[src/rtl/mdio_pkg.sv]
// Shared definitions for the clause-22 MDIO frame engine.
// Holds the frame field constants, the FSM state type and a helper that
// assembles everything after the preamble into one shift word.
package mdio_pkg;

  localparam logic [1:0] ST     = 2'b01;
  localparam logic [1:0] OP_RD  = 2'b10;
  localparam logic [1:0] OP_WR  = 2'b01;

  localparam int FRAME_BITS = 64;
  // Everything that follows the 32-bit preamble: ST, OP, PHYAD, REGAD, TA, DATA.
  localparam int BODY_BITS  = FRAME_BITS - 32;
  localparam int HDR_BITS   = 14;
  localparam int TA_BITS    = 2;
  localparam int DATA_BITS  = 16;

  typedef enum logic [2:0] {
    IDLE,
    PRE,
    HDR,
    TA,
    DATA,
    TAIL
  } state_t;

  // Reads fill TA and DATA with ones: the line is released there, so the
  // value is never driven, and keeping mdio_o high avoids needless toggling.
  function automatic logic [BODY_BITS-1:0] build_body(
    input logic        rd,
    input logic [4:0]  phy,
    input logic [4:0]  rga,
    input logic [15:0] wd
  );
    if (rd) return {ST, OP_RD, phy, rga, 2'b11, 16'hFFFF};
    else    return {ST, OP_WR, phy, rga, 2'b10, wd};
  endfunction

endpackage

[src/rtl/mdc_clkgen.sv]
// MDC generator for the MDIO frame engine.
// Divides clk by CLK_DIV per half-period while en is high; mdc is held low
// and the divider cleared while en is low.
// Ports:
//   clk, rst_n  - system clock, asynchronous active-low reset
//   en          - run enable (the engine's busy flag)
//   mdc         - management clock, registered
//   rise_tick   - high in the cycle whose closing edge drives mdc 0->1
//   fall_tick   - high in the cycle whose closing edge drives mdc 1->0
module mdc_clkgen #(
  parameter int CLK_DIV = 833
) (
  input  logic clk,
  input  logic rst_n,
  input  logic en,
  output logic mdc,
  output logic rise_tick,
  output logic fall_tick
);

  localparam int            CW   = (CLK_DIV > 1) ? $clog2(CLK_DIV) : 1;
  localparam logic [CW-1:0] LAST = CW'(CLK_DIV - 1);

  logic [CW-1:0] div_cnt;
  logic          half_end;

  // The ticks anticipate the mdc edge so the engine can update its outputs
  // on the very same clk edge that moves mdc.
  assign half_end  = en && (div_cnt == LAST);
  assign rise_tick = half_end && !mdc;
  assign fall_tick = half_end &&  mdc;

  always_ff @(posedge clk or negedge rst_n) begin
    if (!rst_n) begin
      div_cnt <= '0;
      mdc     <= 1'b0;
    end else if (!en) begin
      div_cnt <= '0;
      mdc     <= 1'b0;
    end else if (half_end) begin
      div_cnt <= '0;
      mdc     <= ~mdc;
    end else begin
      div_cnt <= div_cnt + 1'b1;
    end
  end

endmodule

[src/rtl/mdio_frame_engine.sv]
// Clause-22 MDIO management frame engine.
// Accepts one register access at a time, generates MDC, serialises the
// 64-bit frame on MDIO (plus one trailing idle MDC period) and returns read
// data with a one-cycle done pulse.
// Ports:
//   clk, rst_n                 - system clock, asynchronous active-low reset
//   start, rd_wr               - request strobe (taken when idle), 1 = read
//   phy_addr, reg_addr         - 5-bit PHY and register addresses
//   wr_data                    - write payload
//   busy, done                 - transaction in flight, completion pulse
//   rd_data, rd_valid, ack_err - read result, read-completion flag, no-PHY flag
//   mdc, mdio_o, mdio_oe       - management clock and tri-state data drive
//   mdio_i                     - MDIO pad input, asynchronous
module mdio_frame_engine
  import mdio_pkg::*;
#(
  parameter int CLK_DIV = 833,
  parameter int PRE_LEN = 32
) (
  input  logic        clk,
  input  logic        rst_n,
  input  logic        start,
  input  logic        rd_wr,
  input  logic [4:0]  phy_addr,
  input  logic [4:0]  reg_addr,
  input  logic [15:0] wr_data,
  output logic        busy,
  output logic        done,
  output logic [15:0] rd_data,
  output logic        rd_valid,
  output logic        ack_err,
  output logic        mdc,
  output logic        mdio_o,
  output logic        mdio_oe,
  input  logic        mdio_i
);

  localparam logic [5:0] PRE_LAST  = 6'(PRE_LEN - 1);
  localparam logic [5:0] HDR_LAST  = 6'(HDR_BITS - 1);
  localparam logic [5:0] TA_LAST   = 6'(TA_BITS - 1);
  localparam logic [5:0] DATA_LAST = 6'(DATA_BITS - 1);

  state_t               state;
  logic [5:0]           bit_cnt;
  logic                 is_rd;
  logic                 ack_bit;
  logic                 mdio_sync_p0;
  logic                 mdio_sync_p1;
  logic [BODY_BITS-1:0] tx_sr;
  logic [15:0]          rx_sr;
  logic                 rise_tick;
  logic                 fall_tick;
  logic                 accept;
  logic                 last_bit;
  logic                 tx_adv;

  mdc_clkgen #(
    .CLK_DIV(CLK_DIV)
  ) u_clkgen (
    .clk      (clk),
    .rst_n    (rst_n),
    .en       (busy),
    .mdc      (mdc),
    .rise_tick(rise_tick),
    .fall_tick(fall_tick)
  );

  assign accept = (state == IDLE) && start;

  always_comb begin
    last_bit = 1'b0;
    case (state)
      PRE:     last_bit = (bit_cnt == PRE_LAST);
      HDR:     last_bit = (bit_cnt == HDR_LAST);
      TA:      last_bit = (bit_cnt == TA_LAST);
      DATA:    last_bit = (bit_cnt == DATA_LAST);
      TAIL:    last_bit = 1'b1;
      default: last_bit = 1'b0;
    endcase
  end

  // A new body bit is presented on every MDC fall from the last preamble bit
  // up to (not including) the DATA->TAIL boundary.
  assign tx_adv = fall_tick &&
                  ((state == PRE && last_bit) || state == HDR || state == TA ||
                   (state == DATA && !last_bit));

  // ---- stage p0/p1: two-flop synchroniser on the asynchronous pad input ----
  always_ff @(posedge clk or negedge rst_n) begin
    if (!rst_n) begin
      mdio_sync_p0 <= 1'b1;
      mdio_sync_p1 <= 1'b1;
    end else begin
      mdio_sync_p0 <= mdio_i;
      mdio_sync_p1 <= mdio_sync_p0;
    end
  end

  // ---- frame datapath: transmit and receive shift registers ----
  always_ff @(posedge clk) begin
    if (accept) begin
      tx_sr <= build_body(rd_wr, phy_addr, reg_addr, wr_data);
    end else if (tx_adv) begin
      tx_sr <= {tx_sr[BODY_BITS-2:0], 1'b1};
    end
    if (rise_tick && state == DATA) begin
      rx_sr <= {rx_sr[14:0], mdio_sync_p1};
    end
  end

  // ---- frame control: FSM and registered outputs ----
  always_ff @(posedge clk or negedge rst_n) begin
    if (!rst_n) begin
      state    <= IDLE;
      bit_cnt  <= '0;
      is_rd    <= 1'b0;
      ack_bit  <= 1'b0;
      busy     <= 1'b0;
      done     <= 1'b0;
      rd_valid <= 1'b0;
      ack_err  <= 1'b0;
      rd_data  <= '0;
      mdio_o   <= 1'b1;
      mdio_oe  <= 1'b0;
    end else begin
      done     <= 1'b0;
      rd_valid <= 1'b0;
      case (state)
        IDLE: begin
          if (start) begin
            state   <= PRE;
            bit_cnt <= '0;
            is_rd   <= rd_wr;
            ack_bit <= 1'b0;
            busy    <= 1'b1;
            mdio_o  <= 1'b1;
            mdio_oe <= 1'b1;
          end
        end
        TAIL: begin
          if (fall_tick) begin
            state    <= IDLE;
            busy     <= 1'b0;
            done     <= 1'b1;
            rd_valid <= is_rd;
            ack_err  <= is_rd & ack_bit;
            if (is_rd) rd_data <= rx_sr;
          end
        end
        default: begin
          // A present PHY pulls the second turnaround bit low.
          if (rise_tick && state == TA && bit_cnt == TA_LAST && is_rd) begin
            ack_bit <= mdio_sync_p1;
          end
          if (fall_tick) begin
            if (last_bit) begin
              bit_cnt <= '0;
              case (state)
                PRE:     state <= HDR;
                HDR:     state <= TA;
                TA:      state <= DATA;
                default: state <= TAIL;
              endcase
            end else begin
              bit_cnt <= bit_cnt + 1'b1;
            end
            if (tx_adv) mdio_o <= tx_sr[BODY_BITS-1];
            // Reads hand the line to the PHY for turnaround and data.
            if (state == HDR && last_bit && is_rd) mdio_oe <= 1'b0;
            if (state == DATA && last_bit) begin
              mdio_oe <= 1'b0;
              mdio_o  <= 1'b1;
            end
          end
        end
      endcase
    end
  end

endmodule

[config.mk]
export PLATFORM = sky130hd
export DESIGN_NAME = mdio_frame_engine
export DESIGN_NICKNAME = d
export VERILOG_FILES = /design/src/rtl/mdio_pkg.sv /design/src/rtl/mdc_clkgen.sv /design/src/rtl/mdio_frame_engine.sv
export SDC_FILE = /design/constraint.sdc
export NUM_CORES = 1
export LEC_CHECK = 0
export ABC_AREA = 1
export BUFFER_PORTS_ARGS = -buffer_cell sky130_fd_sc_hd__buf_2
export CAP_MARGIN = 20
export CORE_UTILIZATION = 40
export DETAILED_ROUTE_END_ITERATION = 12
export PLACE_DENSITY_LB_ADDON = 0.3
export SYNTH_ARGS = -nofsm -noshare
export SYNTH_HDL_FRONTEND = slang
export SYNTH_SLANG_ARGS = --single-unit
export TNS_END_PERCENT = 100
[constraint.sdc]
create_clock -name clk -period 2.8 [get_ports clk]
set_input_delay 0.42 -clock clk [delete_from_list [all_inputs] [get_ports clk]]
set_output_delay 0.42 -clock clk [all_outputs]
set_load 0.02 [all_outputs]
==> results.md, run 1 <==
- VDD IR max: 0.000236 V
- Detailed Route Iter0 Violations: 99
- Post-Synthesis Cells: between 300 and 400
- PwrDens: 516 mW/mm^2
- Ys async rst share: 0.489
- P_leak: 2.13 nW
- HP Class: primary input to register
- Via density: roughly 4.7
- Finished Cell Area: 0.00462 sq mm
- Io pins: 54
- Post-synth EDFFs: 48
- Antenna diodes: 0
- Worst-path clk slew: 80 ps
- Largest net degree at the start of global routing: 47
- Overflow after GRT: 0
- Reg2Reg Depth: 12
- Ys Warns: 0
- Vias post-DR: about 2.7k
- Core Area: 0.00973 sq mm
- Worst-skew pair later-pin latency: 360 ps
- Post-route minimum period: ~2300 ps
- GRT Total Usage: 0.146
- Top-count cell post-synth: nand2_1
- Clock skew: 14.6 ps
- Synth area leaders: edfxtp_1 36%, dfrtp_1 27%, nand2_1 11%, o22a_1 3.3%, inv_1 2.9%
- Top Layer Used: met4
- Crit path kind: register to register
- Crit end category: register
- Area grow syn2layout: 15.8%
- Met2 wire length: 3120 um
- Setup TNS: 0 ps
- Post-route ant nets: 0
- Synth area leader: edfxtp_1
- Avg Cell Area, Syn: 10.7 sq um
- DIE AREA: 0.0104 sq mm
- Drt total wl: between 6000 and 7000 um
- Register area share after synthesis: 0.651
- Die H: a little over 100 um
- Top_reg_cell synth: edfxtp_1
- Crit Path Max Fanout: 32
- M1 WL: 3340 um
- Max_cap viols: 0
- Die Width: roughly 100 um
- Post-Syn Area: 0.00399 sq mm
- Rel. slew slack: 0.716
- Status: completed
- Vias in the first global route: approximately 2.5k
- Initial antenna violation count: 0
- CTS buffer count: 9
- Post-DP Area: between 0.004 and 0.005 sq mm
- Most instantiated cells after synthesis: 114 x nand2_1, 48 x edfxtp_1, 43 x dfrtp_1
- Final setup viols: 0
- Final worst-path cycle share: 0.818
- DRT Pass-1 Iters: 4
- Worst Setup Start Kind: register
- Synthesized flop and latch total: 94
- Final hold vios: 0
- First-pass GRT wire length: 11700 um
- Post-route DRC violation count: 0
- WP data arrival: 2300 ps
- CTS tree: yes
- WP data required: approximately 2800 ps
- Yosys top cell area share: 0.362
- H-tree depth: 3
- CTS sink count: 94
- CTS root buffer: clkbuf_8
- Synth cell types: 30
- Fmax: 0.437 GHz
- Met3 WL: ~340 um
- Avg WL per Cell: 12.0 um
- Hold Crit Depth: 1
- Initial Util: 0.410
- CTS Buffer Depth: 2
- Core Rows: 36
- Net Count, Synth: 408
- RePlAce Congestion: 0.829
- Pins Over Slew Limit: 0
- Total setup buffers inserted after CTS: 0
- Resized cells post-CTS: 0
- Final #Nets: 469
- Worst Tran Pin Value: approximately 430 ps
- Share of cells above drive strength 1: 0.214
- RSZ-0062 raised after global routing: false
- Dpl hpwl: ~4700 um
- Port bufs: 53
[kinds of logic (layout without fill, tap and decap cells)]
logic type / count (synthesis) / count (layout) / synth area share
AND/OR/NAND/NOR: 186 / 186 / 0.207
XOR/XNOR: 5 / 5 / 0.0110
AO/OA/AOI/OAI: 39 / 39 / 0.0684
flip-flops: 94 / 94 / 0.651
adder cells (fa/ha/maj): 4 / 4 / 0.0126
buffers and inverters: 45 / 111 / 0.0496
[path summary, 6_finish.rpt]
| kind | from | slack (ps) | to |
|---|---|---|---|
| worst max-delay path | state[1]$_DFFE_PN0P_ | 510 | tx_sr[29]$_DFFE_PP_ |
| worst min-delay path | mdio_i | 180 | mdio_sync_p0$_DFF_PN1_ |
| worst max register to register | state[1]$_DFFE_PN0P_ | 510 | tx_sr[29]$_DFFE_PP_ |
| worst min register to register | mdio_sync_p0$_DFF_PN1_ | 360 | mdio_sync_p1$_DFF_PN1_ |
| max in group asynchronous | rst_n | 1690 | mdio_o$_DFFE_PN1P_ |
| min in group asynchronous | rst_n | 520 | rd_data[11]$_DFFE_PN0P_ |
[placed cells by master (no fill, tap or decap), types with 4 or more instances in the layout]
cell / n
o21a_1: 4
dfrtp_1: 43
clkbuf_8: 9
nand3_1: 22
or2_2: 4
inv_1: 31
buf_2: 53
nor2_1: 22
nand2_1: 114
a21oi_1: 9
nand4_1: 6
nor3_1: 7
ha_1: 4
edfxtp_1: 48
inv_2: 5
xor2_1: 5
o22a_1: 15
o21ai_0: 7
[where the power goes]
group	internal (mW)	leakage, nW	total (mW)	switching [mW]
Sequential	1.44	1.01	1.45	0.00191
Combinational	0.0205	1.02	0.0428	0.0223
Clock	0.423	0.100	0.892	0.469
Total	1.89	2.13	2.38	0.493
[registers in the layout (all words and copies together) (netlist names), named ones only]
name	cells
tx_sr	32
rd_data	16
rx_sr	16
u_clkgen.div_cnt	10
bit_cnt	6
state	2
ack_bit	1
ack_err	1
busy	1
done	1
is_rd	1
mdio_o	1
mdio_oe	1
mdio_sync_p0	1
mdio_sync_p1	1
rd_valid	1
u_clkgen.mdc	1
[cell type report]
class / instances / area [sq um]
fill: 952 / 5110
clock buffer: 10 / 128
clock inverter: 6 / 71.3
timing repair buffer: 58 / 318
inverter: 37 / 144
multi-input combinational: 234 / 1190
sequential: 94 / 2600
tap: 133 / 166
[repair_timing]
action / CTS / global route
hold buffers: 0 / 1
endpoints found under the hold margin: 0 / 8
endpoints found under the setup margin: 0 / 0
[per-stage QoR]
step / util / total power [mW] / hold WS (ps) / std cells / worst slack [ps]
detailed placement: 0.451 / 1.52 / 349 / 554 / 522
finish: 0.474 / 2.38 / 175 / 572 / 510
floorplan: - / 1.48 / 124 / 373 / 366
CTS: 0.471 / 2.42 / 160 / 570 / 488
global placement: 0.451 / 1.52 / 348 / 554 / 621
global route: 0.474 / 2.48 / 155 / 572 / 289
[layer usage]
| metal | up-vias | GRT usage |
|---|---|---|
| met4 | 0 | 0.0560 |
| met1 | 1264 | 0.186 |
| met3 | 12 | 0.0397 |
| li1 | 1363 | - |
| met5 | - | 0 |
| met2 | 62 | 0.240 |
[worst max-delay path: stages (launching register included)]
cell	delay, ps
dfrtp_1	450
nor2_2	220
nand2_1	160
nand2_1	100
nand2_1	50
nand2_1	70
nand3_2	90
nand2_1	140
nand2_1	60
nand3_1	80
nand2_1	80
nand2_1	60
buf_4	370
Note: power is estimated with default switching activity, not from simulation.
==> inputs of run 2 (changes only) <==
- clock period: 2.8 -> 2.1 ns (I/O delays scaled with it)
==> run 2 against run 1 <==
Combinational power rose by 30%; sequential power is 33% higher; via count is 1.3% higher; design area increased by 3.3%; maximum frequency rose by 18%; final cell count increased by 1.7%; worst hold slack worse by 110 ps; sequential share of layout area down 1.7 points; core utilization rose by 1.5 points; highest routed layer unchanged.
==> results.md, run 2 (synthesized netlist as in run 1, its figures left out) <==
- Max FFs per register: 32
- CTS tree: yes
- Vias in the first global route: 2642
- Core Rows: 36
- GRT Total Usage: 0.150
- DIE AREA: 0.0104 sq mm
- Die Width: 102 um
- PwrDens: 672 mW/mm^2
- Port bufs: 53
- Core Area: 0.00973 sq mm
- Crit path kind: register to register
- Via density: between 4 and 5
- Overflow after GRT: 0
- Crit Path Max Fanout: 13
- Finished Cell Area: 0.00477 sq mm
- DRT Pass-1 Iters: 4
- Combinational share of power: 0.017
- Antenna diodes: 0
- Largest net degree at the start of global routing: 30
- Register with the most flip-flops: tx_sr
- Worst-path clk slew: 80 ps
- Fin worst setup slack: 159 ps
- Post-route minimum period: 1940 ps
- Initial Util: 0.410
- Avg WL per Cell: around 12 um
- CTS root buffer: clkbuf_8
- Setup TNS: 0 ps
- Vias post-DR: 2735
- Final #Nets: 479
- Detailed Route Iter0 Violations: 119
- Status: completed
- Area grow syn2layout: 19.6%
- CTS sink count: 94
- Final worst-path cycle share: 0.924
- Highest-count cells in the layout ignoring fill and taps: 112 x nand2_1, 53 x buf_2, 48 x edfxtp_1, 40 x dfrtp_1, 30 x inv_1
- Internal: approximately 2.5 mW
- Commonest non-fill, non-tap cell in the layout: nand2_1
- Crit end category: register
- Io pins: 54
- Top flop regs: tx_sr x32, rd_data x16, rx_sr x16
- NetSw: 0.659 mW
- Sw frac: 0.206
- HP Class: primary input to register
- Dpl hpwl: approximately 4900 um
- First-pass GRT wire length: 12000 um
- VDD IR max: 0.000405 V
- Clock skew: 15.9 ps
- RSZ-0062 raised after global routing: false
- Share of cells above drive strength 1: 0.256
- P_leak: between 2 and 2.5 nW
- Pre-CTS WS: -23.0 ps
- Sequential share of power: 0.602
- Max_cap viols: 0
- Worst Tran Pin Value: 394 ps
- Final hold vios: 0
- Rel. slew slack: 0.737
- Final setup viols: 0
- Die H: 102 um
- Post-route DRC violation count: 0
- H-tree depth: 3
- RePlAce Congestion: 0.848
- Post-DP Area: 0.00447 sq mm
- Hold WS: 65.5 ps
- Power share of the clock group: 0.380
- Fmax: slightly above 0.5 GHz
- Fillcell total: approximately 920
- CTS Buffer Depth: 2
- Drt total wl: 7090 um
- WP data arrival: between 2000 and 2500 ps
- Post-route ant nets: 0
- Pins Over Slew Limit: 0
- Worst-skew pair later-pin latency: 360 ps
- CTS buffer count: 9
- Worst Setup Start Kind: register
- WP data required: 2170 ps
- Initial antenna violation count: 0
run 2: power groups by stage:
stage / Sequential (mW) / Combinational [mW] / Clock (mW)
4_1_cts: 1.93 / 0.0575 / 1.25
3_3_place_gp: 1.97 / 0.0560 / 0
2_1_floorplan: 1.97 / 0.00420 / 0
6_report: 1.93 / 0.0555 / 1.22
5_1_grt: 1.93 / 0.0642 / 1.33
3_5_place_dp: 1.97 / 0.0560 / 0
run 2: routing by layer:
| metal | vias up | wire length (um) | GRT usage |
|---|---|---|---|
| li1 | 1382 | - | - |
| met1 | 1274 | 3320 | 0.193 |
| met2 | 69 | 3280 | 0.239 |
| met3 | 10 | 410 | 0.0540 |
| met4 | 0 | 87 | 0.0440 |
| met5 | - | 0 | 0 |
run 2: timing repair:
item | in CTS | in global routing
setup buffers | 0 | 6
pin swaps | 0 | 3
gates resized for setup | 3 | 8
hold buffers | 1 | 0
endpoints found under the setup margin | 25 | 30
endpoints found under the hold margin | 11 | 0
run 2: cell type report:
| type | instances | area (sq um) | area share |
|---|---|---|---|
| repair buffers | 68 | 418 | 0.0877 |
| clock inverters | 6 | 70.1 | 0.0147 |
| well taps | 133 | 166 | 0.0349 |
| multi-input cells | 234 | 1230 | 0.258 |
| inverters | 37 | 146 | 0.0307 |
| flip-flops and latches | 94 | 2600 | 0.546 |
| clock buffers | 10 | 138 | 0.0289 |
run 2: critical path: stages, from the launching register on:
cell and delay [ps]:
dfrtp_2 470, inv_2 70, nor2_1 120, nand4_1 110, nor2_2 160, nor2_1 90, nand2_1 110, nand2_1 60
nand3_1 80, nand2_1 110, nand2_4 140, buf_12 150
run 2: stage by stage:
stage / util / cells / total power [mW]
5_1_grt: 0.490 / 582 / 3.33
6_report: 0.490 / 582 / 3.20
3_5_place_dp: 0.460 / 559 / 2.02
2_1_floorplan: - / 373 / 1.97
3_3_place_gp: 0.460 / 559 / 2.02
4_1_cts: 0.483 / 576 / 3.24
run 2: worst paths after layout:
check	cells past startpoint	end	slack (ps)	startpoint
worst max-delay path	11	tx_sr[4]$_DFFE_PP_	160	state[1]$_DFFE_PN0P_
worst min-delay path	1	mdio_sync_p0$_DFF_PN1_	70	mdio_i
worst max register to register	11	tx_sr[4]$_DFFE_PP_	160	state[1]$_DFFE_PN0P_
worst min register to register	0	mdio_sync_p1$_DFF_PN1_	360	mdio_sync_p0$_DFF_PN1_
max in group asynchronous	3	async pin	1110	rst_n
min in group asynchronous	2	u_clkgen.div_cnt[4]$_DFF_PN0_	410	rst_n
